**src/rtl/rs_dsp2_div_pkg.sv**
```systemverilog
// rs_dsp2_div_pkg: shared state encoding, default widths and sign helper for the RS_DSP2 divider
package rs_dsp2_div_pkg;
  localparam int Q_WIDTH_DEF = 20;
  localparam int D_WIDTH_DEF = 18;
  localparam int Z_WIDTH_DEF = Q_WIDTH_DEF + D_WIDTH_DEF;
  localparam int W_MAX = 64;
  typedef enum logic [1:0] {IDLE, CALC, FIX, DONE} state_t;
  // Two's complement negate when s is set; doubles as abs() when s is the operand sign
  function automatic logic [W_MAX-1:0] cond_neg(input logic s, input logic [W_MAX-1:0] v);
    return s ? -v : v;
  endfunction
endpackage

```
**src/rtl/rs_dsp2_div_step.sv**
```systemverilog
// rs_dsp2_div_step: one combinational restoring-division step
module rs_dsp2_div_step
  import rs_dsp2_div_pkg::*;
#(
  parameter int D_WIDTH = D_WIDTH_DEF
) (
  input  logic [D_WIDTH-1:0] rem_in,
  input  logic               din,
  input  logic [D_WIDTH-1:0] div,
  output logic [D_WIDTH-1:0] rem_out,
  output logic               q_bit
);
  logic [D_WIDTH:0] sh;
  always_comb begin
    sh      = {rem_in, din};
    q_bit   = sh >= {1'b0, div};
    rem_out = D_WIDTH'(q_bit ? sh - {1'b0, div} : sh);
  end
endmodule

```
**src/rtl/rs_dsp2_div_iter.sv**
```systemverilog
// rs_dsp2_div_iter: iterative restoring divider inverting the RS_DSP2 20x18 multiply
module rs_dsp2_div_iter
  import rs_dsp2_div_pkg::*;
#(
  parameter int Q_WIDTH = Q_WIDTH_DEF,
  parameter int D_WIDTH = D_WIDTH_DEF,
  parameter int Z_WIDTH = Q_WIDTH + D_WIDTH
) (
  input  logic               clk,
  input  logic               reset,
  input  logic               in_valid,
  output logic               in_ready,
  input  logic [Z_WIDTH-1:0] z,
  input  logic [D_WIDTH-1:0] b,
  input  logic               unsigned_mode,
  output logic               out_valid,
  input  logic               out_ready,
  output logic [Q_WIDTH-1:0] q,
  output logic [D_WIDTH-1:0] r,
  output logic               div_by_zero,
  output logic               overflow
);
  localparam logic [Q_WIDTH-1:0] Q_HALF = Q_WIDTH'(1) << (Q_WIDTH - 1);
  state_t state_q, state_d;
  logic [4:0] cnt_q, cnt_d;
  logic [D_WIDTH-1:0] rem_q, rem_d, bm_q, bm_d, r_q, r_d;
  logic [Q_WIDTH-1:0] qz_q, qz_d, q_q, q_d;
  logic sq_q, sq_d, sr_q, sr_d, uns_q, uns_d, dbz_q, dbz_d, ovf_q, ovf_d;
  logic sz, sb, step_q, fix_ovf;
  logic [Z_WIDTH-1:0] zm;
  logic [D_WIDTH-1:0] bm_in, step_rem, rs;
  logic [Q_WIDTH-1:0] qs;
  // qz_q holds the unconsumed dividend bits; quotient bits shift in behind them
  rs_dsp2_div_step #(.D_WIDTH(D_WIDTH)) u_step (
    .rem_in (rem_q),
    .din    (qz_q[Q_WIDTH-1]),
    .div    (bm_q),
    .rem_out(step_rem),
    .q_bit  (step_q)
  );
  always_comb begin
    sz      = !unsigned_mode && z[Z_WIDTH-1];
    sb      = !unsigned_mode && b[D_WIDTH-1];
    zm      = Z_WIDTH'(cond_neg(sz, W_MAX'(z)));
    bm_in   = D_WIDTH'(cond_neg(sb, W_MAX'(b)));
    qs      = Q_WIDTH'(cond_neg(sq_q, W_MAX'(qz_q)));
    rs      = D_WIDTH'(cond_neg(sr_q, W_MAX'(rem_q)));
    fix_ovf = !uns_q && (qz_q > (sq_q ? Q_HALF : Q_HALF - Q_WIDTH'(1)));
    state_d = state_q;
    cnt_d   = cnt_q;
    rem_d   = rem_q;
    qz_d    = qz_q;
    bm_d    = bm_q;
    sq_d    = sq_q;
    sr_d    = sr_q;
    uns_d   = uns_q;
    q_d     = q_q;
    r_d     = r_q;
    dbz_d   = dbz_q;
    ovf_d   = ovf_q;
    case (state_q)
      IDLE: if (in_valid) begin
        sq_d  = sz ^ sb;
        sr_d  = sz;
        uns_d = unsigned_mode;
        bm_d  = bm_in;
        rem_d = zm[Z_WIDTH-1:Q_WIDTH];
        qz_d  = zm[Q_WIDTH-1:0];
        cnt_d = '0;
        if (b == '0) begin
          state_d = DONE;
          dbz_d   = 1'b1;
          q_d     = '1;
          r_d     = z[D_WIDTH-1:0];
        end else if (zm[Z_WIDTH-1:Q_WIDTH] >= bm_in) begin
          state_d = DONE;
          ovf_d   = 1'b1;
          q_d     = '1;
          r_d     = '0;
        end else begin
          state_d = CALC;
        end
      end
      CALC: begin
        rem_d   = step_rem;
        qz_d    = {qz_q[Q_WIDTH-2:0], step_q};
        cnt_d   = cnt_q + 5'd1;
        state_d = cnt_q == 5'(Q_WIDTH - 1) ? FIX : CALC;
      end
      FIX: begin
        state_d = DONE;
        ovf_d   = fix_ovf;
        q_d     = fix_ovf ? '1 : qs;
        r_d     = fix_ovf ? '0 : rs;
      end
      DONE: if (out_ready) begin
        state_d = IDLE;
        q_d     = '0;
        r_d     = '0;
        dbz_d   = 1'b0;
        ovf_d   = 1'b0;
      end
      default: state_d = IDLE;
    endcase
  end
  always_ff @(posedge clk or posedge reset) begin
    if (reset) begin
      state_q <= IDLE;
      cnt_q   <= '0;
      rem_q   <= '0;
      qz_q    <= '0;
      bm_q    <= '0;
      sq_q    <= 1'b0;
      sr_q    <= 1'b0;
      uns_q   <= 1'b0;
      q_q     <= '0;
      r_q     <= '0;
      dbz_q   <= 1'b0;
      ovf_q   <= 1'b0;
    end else begin
      state_q <= state_d;
      cnt_q   <= cnt_d;
      rem_q   <= rem_d;
      qz_q    <= qz_d;
      bm_q    <= bm_d;
      sq_q    <= sq_d;
      sr_q    <= sr_d;
      uns_q   <= uns_d;
      q_q     <= q_d;
      r_q     <= r_d;
      dbz_q   <= dbz_d;
      ovf_q   <= ovf_d;
    end
  end
  assign in_ready    = state_q == IDLE;
  assign out_valid   = state_q == DONE;
  assign q           = q_q;
  assign r           = r_q;
  assign div_by_zero = dbz_q;
  assign overflow    = ovf_q;
endmodule
```
**config.mk**
```make
export PLATFORM = sky130hd
export DESIGN_NAME = rs_dsp2_div_iter
export DESIGN_NICKNAME = d
export VERILOG_FILES = /design/src/rtl/rs_dsp2_div_pkg.sv /design/src/rtl/rs_dsp2_div_step.sv /design/src/rtl/rs_dsp2_div_iter.sv
export SDC_FILE = /design/constraint.sdc
export NUM_CORES = 1
export LEC_CHECK = 0
export ABC_CLOCK_PERIOD_IN_PS = 3400
export BUFFER_PORTS_ARGS = -buffer_cell sky130_fd_sc_hd__buf_2
export CORE_MARGIN = 2
export CORE_UTILIZATION = 38
export DETAILED_ROUTE_END_ITERATION = 8
export GPL_TIMING_DRIVEN = 0
export HOLD_SLACK_MARGIN = 0.03
export PLACE_DENSITY = 0.6
export SYNTH_ARGS = -nofsm -noshare
export SYNTH_HDL_FRONTEND = slang
export SYNTH_HIERARCHICAL = 1
export SYNTH_SLANG_ARGS = --single-unit
```
**constraint.sdc**
```tcl
create_clock -name clk -period 3.4 [get_ports clk]
set_input_delay 0 -clock clk [delete_from_list [all_inputs] [get_ports clk]]
set_output_delay 0 -clock clk [all_outputs]
set_load 0.1 [all_outputs]
```
==> results.txt, run 1 <==
The flow ran to the end, but the final reports show violations. The final reports fail on hold timing, setup timing. The core area came out at 21,890 um2.

In the post-route analysis, the smallest setup slack over all paths is -0.3525 ns. The post-route clock skew came out at 0.008704 ns. TritonCTS built the clock tree. Dividing the final minimum period by the clock period gives 110.4%. The highest net fanout along the worst path came out at 7. The share of final-layout standard cells stronger than drive strength 1 came out at 20.41%. The post-synth net total came out at 1,089. The worst-case IR drop observed on VDD is 0.5223 mV. The first-pass GRT wire length came out at 43,220 um. The data required time of the worst path came out at 3.66 ns. The number of nets with antenna violations after routing is 0. The initial core utilization is 38.94%.

In this run the cell area of the synthesized design comes to 8524 um2. The proportion of synthesized flip-flops having asynchronous set or reset is 100.0%. The power density relative to cell area came out at 1088 nW/um2. The number of I/O pins is 103.

The number of register bits inferred by synthesis came out at 106. The count of synthesis-stage warnings from yosys came out at 6. In the post-synthesis netlist, the biggest area contributors are sky130_fd_sc_hd__dfrtp_1 31%, sky130_fd_sc_hd__ha_1 9.0%, sky130_fd_sc_hd__xor2_1 6.7%, sky130_fd_sc_hd__o21ai_0 4.6%, sky130_fd_sc_hd__nand2_1 4.1%. Max-cap violations in this run came to 0.

Global routing finished with a remaining overflow of 0. The H-tree was split into 3 levels. The via count of the first global-routing pass came out at 7,736.

On the worst path, the slowest cell contributes a delay of 0.61 ns. Across all hold checks on the routed design, the worst slack comes to -0.009144 ns. The kind of path behind the tightest hold check is input pin to flip-flop. Yosys mapped a number of flops with a built-in enable equal to 0. The DRC violation count after routing is 0. STA classifies the critical path startpoint as an input pin. For the pin with the worst max-slew slack, the measured transition is 1.099 ns. For this run, the detailed router's first-pass iteration total came to 7. Setup repair after global routing could not meet its margin everywhere. The total vias in the final route came out at 8,130. OpenSTA, run right after detailed placement, puts the worst setup slack at -1.415 ns. TritonCTS created 9 clock buffers. In the synthesized netlist the dominant register cell turns out to be sky130_fd_sc_hd__dfrtp_1. The maximum clock path buffer count is 2. The sequential cell area fraction in the yosys report is 31.12%. The die extent in x came out at 153.8 um. For flop-to-flop paths, the worst setup slack is -0.11 ns. STA classifies the critical path endpoint as a flip-flop. The total die area is 23,650 um2. The clock insertion delay at the later pin of the skew report came out at 0.37 ns. The count of endpoints failing hold in the final timing report is 1. The pin count of the biggest net entering global routing is 68.

The total number of placement rows came out at 54. The final max-slew violation count was 0. The sum of net half-perimeters after detailed placement came out at 21,020 um. The overall routing resource usage came out at 23.26%.

The final layout net count came out at 1,245. The weighted congestion at the end of routability-driven global placement is 0.9005. For the final routed database, the setup TNS stands at -10.30 ns. The critical path goes through buf_8, or4_4, or4b_4, nor4_4, buf_6, a31oi_4, xor2_2, ha_1, a21oi_2, o211a_1, o221a_2, o211ai_1, buf_4, o31a_1, buf_6, buf_4, clkbuf_16, o22a_1. The most repeated cell in the gate-level netlist after synthesis is sky130_fd_sc_hd__dfrtp_1. Derived from the worst setup path, the maximum achievable clock frequency is 0.2665 GHz. The share of the core filled with cells in the final layout came out at 47.62%.

In this run the mean area of a mapped cell was 8.824 um2. The completed layout was analyzed and its total power is 11.34 mW. In this run the tool buffered the top-level ports with 101 buffer cells. The total setup violations reported at the end of the flow is 38.

The cell sitting at the root of the clock tree is a sky130_fd_sc_hd__clkbuf_16. The count of clock tree sinks came out at 106. The data arrival time at the worst-slack endpoint is 4.01 ns. The area added between synthesis and finish came out at 22.28%. After detailed routing, the average wire length per cell comes to 19.58 um. The number of buffers and inverters on the critical path is 6. The commonest cells after synthesis are 106 x sky130_fd_sc_hd__dfrtp_1, 94 x sky130_fd_sc_hd__nand2_1, 78 x sky130_fd_sc_hd__o21ai_0, 65 x sky130_fd_sc_hd__xor2_1, 61 x sky130_fd_sc_hd__ha_1. The fraction of synthesized cell area taken by the top area cell type is 31.12%. For this design, the slowest cell found on the critical path is sky130_fd_sc_hd__or4b_4. Broken down by cell family, the worst path's largest delay share belongs to simple AND/OR/NAND/NOR gates. sky130_fd_sc_hd__dfrtp_1 takes more of the synthesized area than any other cell. The number of cells produced by synthesis is 966. The static power due to leakage is 4.674 nW. For this block, the initial DRC count from the detailed router was 602.

Clock-pin slew was measured on the worst setup and hold paths at 0.07 ns. The number of antenna violations at the first check in global routing came out at 0. The final routed wirelength across all metal layers came out at 27,570 um. The y dimension of the die came out at 153.8 um.

The worst pin sits at a relative slew slack of 26.09%. The post-route minimum period came out at 3.752 ns. The type of the worst setup path is input pin to flip-flop.

The via count normalized by instance count is 5.774. The final-layout fill cell count is 2,152. The number of unique standard cell types used by synthesis is 69.
-- cell usage in the layout, fill, tap and decap left out, types with 26 or more instances in the layout --
master | synthesis | final
sky130_fd_sc_hd__dfrtp_1 | 106 | 102
sky130_fd_sc_hd__a21oi_1 | 49 | 47
sky130_fd_sc_hd__buf_2 | 7 | 99
sky130_fd_sc_hd__a21o_1 | 26 | 26
sky130_fd_sc_hd__xor2_1 | 65 | 63
sky130_fd_sc_hd__o21ai_0 | 78 | 73
sky130_fd_sc_hd__nor2_1 | 58 | 58
sky130_fd_sc_hd__nand2_1 | 94 | 92
sky130_fd_sc_hd__ha_1 | 61 | 61
sky130_fd_sc_hd__inv_1 | 44 | 43
sky130_fd_sc_hd__clkbuf_1 | 40 | 36
sky130_fd_sc_hd__o31ai_1 | 38 | 38
-- worst register-to-register path, delay by kind of cell, from the launching register on --
kind | cells | cell delay, ns
fa+ha+maj | 1 | 0.34
flops | 1 | 0.62
mux | 1 | 0.27
compound gates | 3 | 0.88
simple gates | 2 | 0.71
buf+inv | 2 | 0.58
-- through the flow --
stage / cell area [um2] / cells
after floorplan: 8541 / 966
after global placement: 9397 / 1347
after detailed placement: 9419 / 1348
after CTS: 10230 / 1398
after global routing: 10420 / 1407
final: 10420 / 1408
-- final timing paths --
path	end	depth (start not counted)	startpoint
max	q[4]	18	z[9]
min	qz_q[9]	3	z[9]
max reg2reg	r[2]	9	sq_q
min reg2reg	bm_q[15]	2	bm_q[15]
max in group asynchronous	r[11]	4	reset
min in group asynchronous	state_q[1]	3	reset
-- what timing repair did --
item | CTS | global route
resized for setup | 46 | 26
setup endpoints to repair | 42 | 55
pin swaps | 16 | 17
hold buffers | 21 | 0
cloned | 0 | 1
buffers inserted | 14 | 9
hold endpoints to repair | 90 | 0
-- kinds of logic (layout without fill, tap and decap cells) --
| logic type | Yosys count | in the layout | share of synthesized area, % |
|---|---|---|---|
| mux | 43 | 43 | 5.871 |
| simple gates | 261 | 261 | 15.21 |
| xor+xnor | 93 | 93 | 9.555 |
| compound gates | 304 | 304 | 24.23 |
| flops | 106 | 106 | 31.12 |
| fa+ha+maj | 62 | 62 | 9.188 |
| other cells | 0 | 1 | 0 |
| buf+inv | 97 | 258 | 4.829 |
-- power by group --
| part | leakage (nW) | internal, mW | switching (mW) | total [mW] |
|---|---|---|---|---|
| combinational | 3.19 | 2.98 | 4.71 | 7.69 |
| sequential | 1.33 | 1.84 | 0.679 | 2.52 |
| clock | 0.153 | 0.586 | 0.543 | 1.13 |
| total | 4.67 | 5.41 | 5.93 | 11.3 |
-- cell type report --
| cell class | count | area (um2) | area share, % |
|---|---|---|---|
| antenna | 1 | 2.502 | 0.02401 |
| buffer | 50 | 266.5 | 2.557 |
| clock buffer | 9 | 225.2 | 2.161 |
| clock inverter | 7 | 81.33 | 0.7802 |
| inverter | 45 | 171.4 | 1.644 |
| multi-input combinational | 763 | 5678 | 54.47 |
| sequential | 106 | 2660 | 25.52 |
| tap | 280 | 350.3 | 3.361 |
| timing repair buffer | 147 | 988.4 | 9.483 |
-- per-layer routing --
layer  track usage (%)  wire length [um]  vias up
met2             35.70             12210      299
met5                 0                 0        -
met1             32.76             12750     3926
li1                  -                 -     3867
met4             7.689               688        0
met3             4.791              1918       38
-- sequential cells by signal (all words and copies together), names as in the netlist --
| signal | count |
|---|---|
| sq_q | 1 |
| sr_q | 1 |
| qz_q | 20 |
| cnt_q | 5 |
| rem_q | 18 |
| overflow | 1 |
| bm_q | 18 |
| q | 20 |
| uns_q | 1 |
| div_by_zero | 1 |
| r | 18 |
| state_q | 2 |
Power figures use the tool's default switching activity.
==> run 2: changes to the inputs <==
--- a/config.mk
+++ b/config.mk
@@ -5,6 +5,7 @@
 export SDC_FILE = /design/constraint.sdc
 export NUM_CORES = 1
 export LEC_CHECK = 0
+export ABC_AREA = 1
 export ABC_CLOCK_PERIOD_IN_PS = 3400
 export BUFFER_PORTS_ARGS = -buffer_cell sky130_fd_sc_hd__buf_2
 export CORE_MARGIN = 2
==> run 2 against run 1 <==
  * The flow now finishes without violations
  * Highest routed layer unchanged
  * Critical endpoint is now q[3]
  * Setup slack better by 0.60 ns
  * Clock skew is 0.012 ns higher
  * Power increased by 6.9%
  * Via count rose by 24%
  * Hold slack improved by 0.051 ns
  * Critical path type unchanged
  * Die area is 14% higher
==> results.txt, run 2 <==
The post-route clock skew came out at 0.02075 ns. Summed over all layers, the routed wires come to 31,360 um. The number of optimization iterations in the first detailed-route pass came out at 6. The overall routing resource usage came out at 23.88%. The final-layout fill cell count came out at 2,624.

Leaving out fill and tap cells, the most frequent cell in the layout is sky130_fd_sc_hd__nand2_1. The routed wirelength normalized by instance count is 15.82 um. The count of nets left with antenna violations once routing finished came out at 0. The y dimension of the die came out at 164.1 um. The first-pass GRT wire length is 49,800 um.

Clock latency on the worst-skew pair, taken at its later pin, is 0.37 ns. The core area came out at 25,180 um2. Yosys attributes the largest share of cell area to sky130_fd_sc_hd__dfrtp_1 27%, sky130_fd_sc_hd__nand2_1 20%, sky130_fd_sc_hd__ha_1 7.8%, sky130_fd_sc_hd__nand3_1 6.0%, sky130_fd_sc_hd__inv_1 5.9%. Summed over its instances, the top area cell type makes up 27.23% of the synthesized netlist area. In this run the critical register-to-register path is captured at overflow.

The cell with the biggest individual delay on the critical path is sky130_fd_sc_hd__dlygate4sd3_1. The final max-slew violation count came out at 0. In this run the core area contains 58 standard-cell rows. The sequential cell area fraction in the yosys report is 27.23%. In this run the tool buffered the top-level ports with 102 buffer cells. The count of endpoints failing hold in the final timing report came out at 0. The final route contains 10,120 vias. The count of synthesis-stage warnings from yosys is 6. The proportion of synthesized flip-flops having asynchronous set or reset came out at 100.0%. The post-synth net total is 1,618. The worst register-to-register path has a setup slack of 0.39 ns. The top cell types in the final layout, fill and taps aside, are 508 x sky130_fd_sc_hd__nand2_1, 152 x sky130_fd_sc_hd__inv_1, 132 x sky130_fd_sc_hd__nor2_1.

For hold timing, the worst endpoint is bm_q[12]. The netlist area before placement came out at 9741 um2. TritonCTS built the clock tree. The longest clock path from root to sink contains 2 buffers. The maximum operating frequency came out at 0.3176 GHz.

The worst register-to-register path begins at sq_q. Data arrives at the worst endpoint at 3.40 ns. The worst hold slack across all endpoints is 0.04147 ns. The total setup violations reported at the end of the flow came out at 0. The average cell area after synthesis came out at 6.515 um2. The data required time of the worst path came out at 3.65 ns. The DRC violation count after routing is 0.

The detailed router's first-iteration violation count came out at 793. In this design, the stage delay of the slowest critical-path cell is 0.54 ns. The number of enable flip-flop cells after synthesis is 0. The number of buffers and inverters on the critical path is 4. 0 antenna diodes ended up in the layout.

The die extent in x is 164.1 um. The static power due to leakage came out at 5.968 nW. The flow ran to the end, and the final reports show no timing, DRC or antenna violations. The logic depth of the worst register-to-register path is 14.

The number of unique standard cell types used by synthesis is 48. The deepest level of the CTS H-tree came out at 3. The worst setup path is captured at a flip-flop.

The weighted congestion at the end of routability-driven global placement is 0.9470. The clock transition at the register clock pins on the worst setup and hold paths after CTS is 0.08 ns. After synthesis the netlist holds a flip-flop and latch count of 106. Traced cell by cell, the critical path runs through dlygate4sd3_1, buf_2, nor2_1, nand2_1, nor2_4, nand2_2, o21ai_1, nand2_1, xor2_1, ha_1, a21oi_1, o21bai_1, nand2_1, nand3_1, nand2_1, nand2_2, buf_6, buf_4, nand2_1, nand2_1.

The via count of the first global-routing pass came out at 9,632. The number of antenna violations at the first check in global routing is 0. Across the run, the number of max-cap violations was 0. The power density relative to cell area is 1057 nW/um2.

Summed over all instances, the cell type with the most area after synthesis is sky130_fd_sc_hd__dfrtp_1. Summed over all layers, the global routing overflow is 0. The share of the cycle needed by the critical path after routing is 92.59%. Entering global routing, the biggest net connects 71 pins. For the pin with the worst max-slew slack, the measured transition is 0.6652 ns. The root buffer cell chosen for the clock tree is sky130_fd_sc_hd__clkbuf_16. The most common cell type on the critical path is sky130_fd_sc_hd__nand2_1. The sum of net half-perimeters after detailed placement is 25,690 um. The number of clock buffers added by TritonCTS is 9.

For this configuration, the core starts out at a cell density of 38.68%. In this run the worst path has a maximum fanout of 10. The worst setup path is of the input pin to flip-flop kind. On the critical path the largest part of the delay comes from simple AND/OR/NAND/NOR gates. The post-route minimum period is 3.148 ns. The number of I/O pins came out at 103. Headroom to the max-slew limit came out at 55.66%. The path class of the tightest hold or removal check is input pin to flip-flop. Relative to the synthesized area, the layout overhead comes to 17.78%. Ranked by instance count, the synthesized netlist is headed by 509 x sky130_fd_sc_hd__nand2_1, 153 x sky130_fd_sc_hd__inv_1, 142 x sky130_fd_sc_hd__nor2_1, 117 x sky130_fd_sc_hd__nand3_1, 106 x sky130_fd_sc_hd__dfrtp_1.

The number of cells produced by synthesis came out at 1,495. The final layout contains 1,770 nets. In the final layout, the share of cells above drive strength 1 is 14.71%. The number of cells on the worst hold path came out at 4. The via count normalized by instance count is 5.104. For this design, the sink count on the clock tree is 106. The die covers 26,930 um2.

The maximum VDD drop is 0.9317 mV. The beginning of the worst hold path is b[12]. The design draws 12.13 mW. The worst setup path is launched from an input pin.

In the synthesized netlist the dominant register cell turns out to be sky130_fd_sc_hd__dfrtp_1. Among all cell types in the netlist, the one instantiated most often is sky130_fd_sc_hd__nand2_1.
==> run 2: changes by cell type in the layout (fill, tap and decap cells not counted), moves of 17 or more <==
cell                       before  now
sky130_fd_sc_hd__nand3b_1       1   21
sky130_fd_sc_hd__o22a_1        17    0
sky130_fd_sc_hd__nor2_2         0   22
sky130_fd_sc_hd__o31ai_1       38    5
sky130_fd_sc_hd__nand2_2        2   20
sky130_fd_sc_hd__nand2_1       92  508
sky130_fd_sc_hd__xor2_1        63   46
sky130_fd_sc_hd__inv_1         43  152
sky130_fd_sc_hd__nor2_1        58  132
sky130_fd_sc_hd__nand3_1       19  116
sky130_fd_sc_hd__a21o_1        26    2
sky130_fd_sc_hd__mux2_4        25    0
==> run 2: report_power, final <==
group | total, mW | switching, mW | internal, mW
clock network | 1.07 | 0.534 | 0.533
logic | 8.47 | 5.84 | 2.63
registers | 2.60 | 0.740 | 1.86
==> run 2: kinds of logic after synthesis <==
kind of cell             synth area share (%)
AO/OA/AOI/OAI                           10.96
XOR/XNOR                                5.472
adder cells (fa/ha/maj)                 8.041
buffers and inverters                   9.069
flip-flops                              27.23
multiplexers                           0.2055
AND/OR/NAND/NOR                         39.02
==> run 2: tightest hold or removal path: stages <==
cell and delay, ns:
sky130_fd_sc_hd__buf_2 0.12, sky130_fd_sc_hd__xnor2_1 0.08, sky130_fd_sc_hd__inv_1 0.09, sky130_fd_sc_hd__o21ai_0 0.08
==> run 2: cell type report <==
cell class	instances	area, um2	area share (%)
Multi-Input combinational cell	1174	6289	54.81
Sequential cell	106	2656	23.15
Timing Repair Buffer	143	928.4	8.092
Inverter	168	635.6	5.540
Tap cell	330	412.9	3.599
Buffer	45	255.2	2.225
Clock buffer	10	239.0	2.083
Clock inverter	6	56.30	0.4908
==> run 2: worst max path at each step <==
stage	from	slack, ns	to	depth (start not counted)
6_report	z[6]	0.25	q[3]	20
5_1_grt	z[18]	-0.003	q[4]	22
4_1_cts	z[6]	0.005	q[3]	22
3_5_place_dp	sq_q	-0.34	overflow	16
3_3_place_gp	reset	-0.82	bm_q[8]	2
2_1_floorplan	reset	0.61	bm_q[0]	1
==> run 2: routing by layer <==
layer,track usage (%),up-vias,routed length (um)
met5,0,-,0
met4,6.858,0,651
met3,3.131,38,1837
met2,39.12,310,14390
met1,32.87,4661,14490
li1,-,5107,-
==> run 2: repair_timing <==
| action | in CTS | in global routing |
|---|---|---|
| hold buffers | 36 | 0 |
| endpoints found under the setup margin | 30 | 39 |
| pin swaps | 0 | 8 |
| resized for setup | 1 | 31 |
| buffers inserted | 0 | 4 |
| endpoints found under the hold margin | 80 | 0 |
==> run 2: metrics by stage <==
step	std cells	utilization [%]	area (um2)	setup slack (ns)	setup TNS, ns
after CTS	1979	45.06	11350	0.005327	0
after global placement	1927	42.35	10660	-0.8179	-90.31
after floorplan	1495	-	9741	0.6111	0
after detailed placement	1928	42.47	10690	-0.3397	-4.424
final	1982	45.56	11470	0.2518	0
after global routing	1982	45.56	11470	-0.003112	-0.003112
==> run 3: changes to the inputs <==
--- a/config.mk
+++ b/config.mk
@@ -16,5 +16,4 @@
 export PLACE_DENSITY = 0.6
 export SYNTH_ARGS = -nofsm -noshare
 export SYNTH_HDL_FRONTEND = slang
-export SYNTH_HIERARCHICAL = 1
 export SYNTH_SLANG_ARGS = --single-unit
==> run 3 against run 2 <==
  * Clock power barely moved
  * Sequential share of layout area rose by 0.51 points
  * Flip-flop and latch count did not move
  * Count of clock-buffer cells in the layout fell by 1
  * Critical path type unchanged
==> results.txt, run 3 <==
The run finished with clean final reports. The count of endpoints failing hold in the final timing report is 0. The worst register-to-register path ends at r[8]. The post-route netlist has 9.689% of its cells at a drive strength greater than 1. The static power due to leakage came out at 5.878 nW. The number of cells produced by synthesis is 1,572. Global routing used 25.36% of the available tracks. In the finished design, the share of the clock period the worst path needs comes to 89.58%. The core area is 25,250 um2. The count of port buffers added during placement is 102.

The global-route met3 utilization is 4.219%. The netlist area before placement is 9816 um2. STA classifies the critical path startpoint as an input pin.

CTS placed an instance of sky130_fd_sc_hd__clkbuf_16 at the clock tree root. The number of I/O pins is 103. The logic depth of the worst register-to-register path came out at 14. The setup TNS is 0 ns. The number of register bits inferred by synthesis came out at 106. The number of nets with antenna violations after routing came out at 0. The sequential cell fraction of total power came out at 21.3%. Leaving out fill and tap cells, the most frequent cells in the layout are 512 x sky130_fd_sc_hd__nand2_1, 198 x sky130_fd_sc_hd__nand3_1, 188 x sky130_fd_sc_hd__inv_1. Ranked by total cell area, the synthesized netlist is headed by sky130_fd_sc_hd__dfrtp_1 27%, sky130_fd_sc_hd__nand2_1 20%, sky130_fd_sc_hd__nand3_1 10%, sky130_fd_sc_hd__ha_1 7.8%, sky130_fd_sc_hd__inv_1 7.2%. The most common cell in the synthesized netlist is sky130_fd_sc_hd__nand2_1. The first-pass GRT wire length came out at 52,880 um.

In this run the deepest clock path goes through 2 buffers. At the worst endpoint, the arrival time is 3.35 ns. For this run, the number of Yosys warnings is 0.

From synthesis to final layout, the design area changed by 14.25%. The path with the worst hold slack has its endpoint at r[8]. The part of the total power dissipated in the clock network is 9.2%. The worst hold path passes through 5 cells. The worst slew margin relative to its limit came out at 47.01%. Setup slack on the worst reg-to-reg path comes out at 0.45 ns. The post-route clock skew came out at 0.01528 ns.

The proportion of total power due to net switching is 59.76%. The total power after layout came out at 11.89 mW. The worst register-to-register path begins at sq_q.

The tightest min-delay check is of the input pin to flip-flop type. The logic gate share of total power is 69.6%. For this configuration, the core starts out at a cell density of 38.87%.

The post-synth net total is 1,695. The clock insertion delay at the later pin of the skew report came out at 0.37 ns. The weighted congestion at the end of routability-driven global placement came out at 0.9373. The deepest level of the CTS H-tree is 3.

The commonest cells after synthesis are 512 x sky130_fd_sc_hd__nand2_1, 198 x sky130_fd_sc_hd__nand3_1, 189 x sky130_fd_sc_hd__inv_1, 169 x sky130_fd_sc_hd__nor2_1, 106 x sky130_fd_sc_hd__dfrtp_1. The combined area of the multi-input logic cells came out at 6207 um2. The die extent in x came out at 164.7 um. Of all nets on the critical path, the largest fanout is 10. The type of the worst setup path is input pin to flip-flop. In the final layout, flip-flops and latches occupy 2654 um2.

The power density relative to cell area came out at 1060 nW/um2. The total number of placement rows came out at 58. Across the run, the number of max-cap violations was 0. The via count normalized by instance count came out at 5.192. Clock tree synthesis found a total of 106 sinks. The proportion of synthesized flip-flops having asynchronous set or reset came out at 100.0%. In the final routed layout, each cell accounts on average for 16.72 um. The share of the core filled with cells in the final layout is 44.41%. TritonCTS built the clock tree. The startpoint identified for the worst hold timing path is z[8]. The switching power total came out at 7.105 mW. The total setup violations reported at the end of the flow is 0. The fraction of synthesized cell area taken by the top area cell type came out at 27.02%.

The met2 track demand over resource is 41.65%. The final layout contains routed wiring with a total length of 34,010 um. Summed over all layers, the global routing overflow is 0.

The sequential cell area fraction in the yosys report is 27.02%. The detailed router's first-iteration violation count came out at 877. After synthesis, the netlist uses 41 different library cells. The number of optimization iterations in the first detailed-route pass came out at 5.

The endpoint kind of the worst setup timing path is a flip-flop. The global-route layer with the greatest usage is met2. The number of buffers added by the clock tree synthesis step is 9.

The final-layout fill cell count came out at 2,761. The y dimension of the die is 164.7 um. The actual transition at the worst max-transition pin came out at 0.7890 ns. The internal power of the cells came out at 4.784 mW.

Data on the critical path is required at its endpoint by 3.71 ns. The via count of the first global-routing pass came out at 9,905. After detailed routing, the number of remaining DRC violations is 0.

The average cell area after synthesis is 6.244 um2. The total vias in the final route is 10,560. The pin count of the biggest net entering global routing is 66. The synthesized design contains 0 enable-type register cells. The wire-length estimate of the detail-placed layout is 28,150 um. The final max-slew violation count is 0. The global routing met1 resource utilization came out at 34.25%. The clock transition at the register clock pins on the worst setup and hold paths after CTS came out at 0.08 ns. Among all flip-flop cells after synthesis, the most frequent one is sky130_fd_sc_hd__dfrtp_1. The post-route minimum period is 3.046 ns. The final layout net count is 1,821. Leaving out fill and tap cells, the most frequent cell in the layout is sky130_fd_sc_hd__nand2_1. The maximum VDD drop is 0.8531 mV. Based on the critical path, the design can be clocked at up to 0.3283 GHz. Setup repair after global routing left no endpoint under its margin. The total die area is 27,130 um2. The synthesized design spends more area on one cell type than any other, namely sky130_fd_sc_hd__dfrtp_1. The number of antenna violations at the first check in global routing is 3.
[run 3: cell types whose count changed after synthesis, sizes merged, moves of 13 or more]
cell	change
a21oi	+14
inv	+23
nor2	+16
nand2	-18
nand3	+70
nand3b	-13
a22oi	-19
[run 3: worst max-delay path, cell delays in order]
cell                            delay [ns]
sky130_fd_sc_hd__dlygate4sd3_1        0.53
sky130_fd_sc_hd__buf_2                0.14
sky130_fd_sc_hd__inv_1                0.09
sky130_fd_sc_hd__nand2_1              0.09
sky130_fd_sc_hd__nor2_1               0.13
sky130_fd_sc_hd__nand3_1              0.13
sky130_fd_sc_hd__o21ai_1              0.22
sky130_fd_sc_hd__xor2_2               0.33
sky130_fd_sc_hd__ha_1                 0.29
sky130_fd_sc_hd__nand2_1              0.08
sky130_fd_sc_hd__inv_1                0.06
sky130_fd_sc_hd__nand2_1              0.06
sky130_fd_sc_hd__nand2_1              0.05
sky130_fd_sc_hd__a21oi_1              0.13
sky130_fd_sc_hd__nand4_1              0.11
sky130_fd_sc_hd__buf_4                0.18
sky130_fd_sc_hd__o21ai_2              0.17
sky130_fd_sc_hd__buf_4                0.19
sky130_fd_sc_hd__buf_2                0.24
sky130_fd_sc_hd__nand2_1              0.07
sky130_fd_sc_hd__nand2_1              0.08
[run 3: worst max path at each step]
stage,startpoint,endpoint,slack (ns),depth (start not counted)
CTS,b[9],r[7],0.04,21
finish,b[9],r[7],0.35,21
detailed placement,z[0],r[7],-0.29,21
floorplan,reset,bm_q[0],0.61,1
global route,z[0],r[7],0.01,23
global placement,reset,r[10],-0.88,2
[run 3: area by class of cell]
cell class	instances	area share, %
plain buffers	52	2.309
clock buffers	9	2.008
clock inverters	7	0.7252
inverters	191	6.415
well taps	330	3.682
multi-input cells	1223	55.35
diodes	1	0.02231
repair buffers	115	5.824
flip-flops and latches	106	23.66
[run 3: metrics by stage]
step           hold slack (ns)  instances  instance area [um2]  setup slack [ns]
5_1_grt                0.04252       2033                11210           0.01054
6_report               0.02648       2034                11210            0.3543
4_1_cts                0.03098       2031                11180           0.03868
3_5_place_dp            0.1169       2005                10770           -0.2933
2_1_floorplan           0.1716       1572                 9816            0.6111
3_3_place_gp            0.3387       2004                10740           -0.8793
[run 3: metal layers]
layer  vias up  share of wire (%)
met2       290                 46
met3        58                6.0
met1      4913                 45
li1       5297                  -
met5         -              0.038
met4         2                2.6
[run 3: cells by family (layout without fill, tap and decap cells)]
family / count (synthesis) / count (layout) / synth area share [%]
AOI/OAI and AO/OA: 171 / 171 / 9.917
xor gates and xnor gates: 58 / 58 / 5.175
adders and majority gates: 62 / 62 / 7.980
buffers and inverters: 243 / 374 / 9.942
DFF: 106 / 106 / 27.02
muxes: 2 / 2 / 0.2040
other: 0 / 1 / 0
and+or+nand+nor: 930 / 930 / 39.76
[run 3: power by group through the flow]
stage	clock, mW	sequential [mW]	combinational [mW]
floorplan	0	3.72	4.89
global route	1.15	2.60	9.13
CTS	1.10	2.52	8.23
finish	1.09	2.53	8.27
global placement	0	2.53	8.07
detailed placement	0	2.54	8.16
[run 3: what timing repair did]
item / in CTS / in global routing
endpoints found under the hold margin: 50 / 0
setup buffers: 0 / 2
resized for setup: 0 / 8
hold buffers: 10 / 0
setup endpoints to repair: 0 / 39
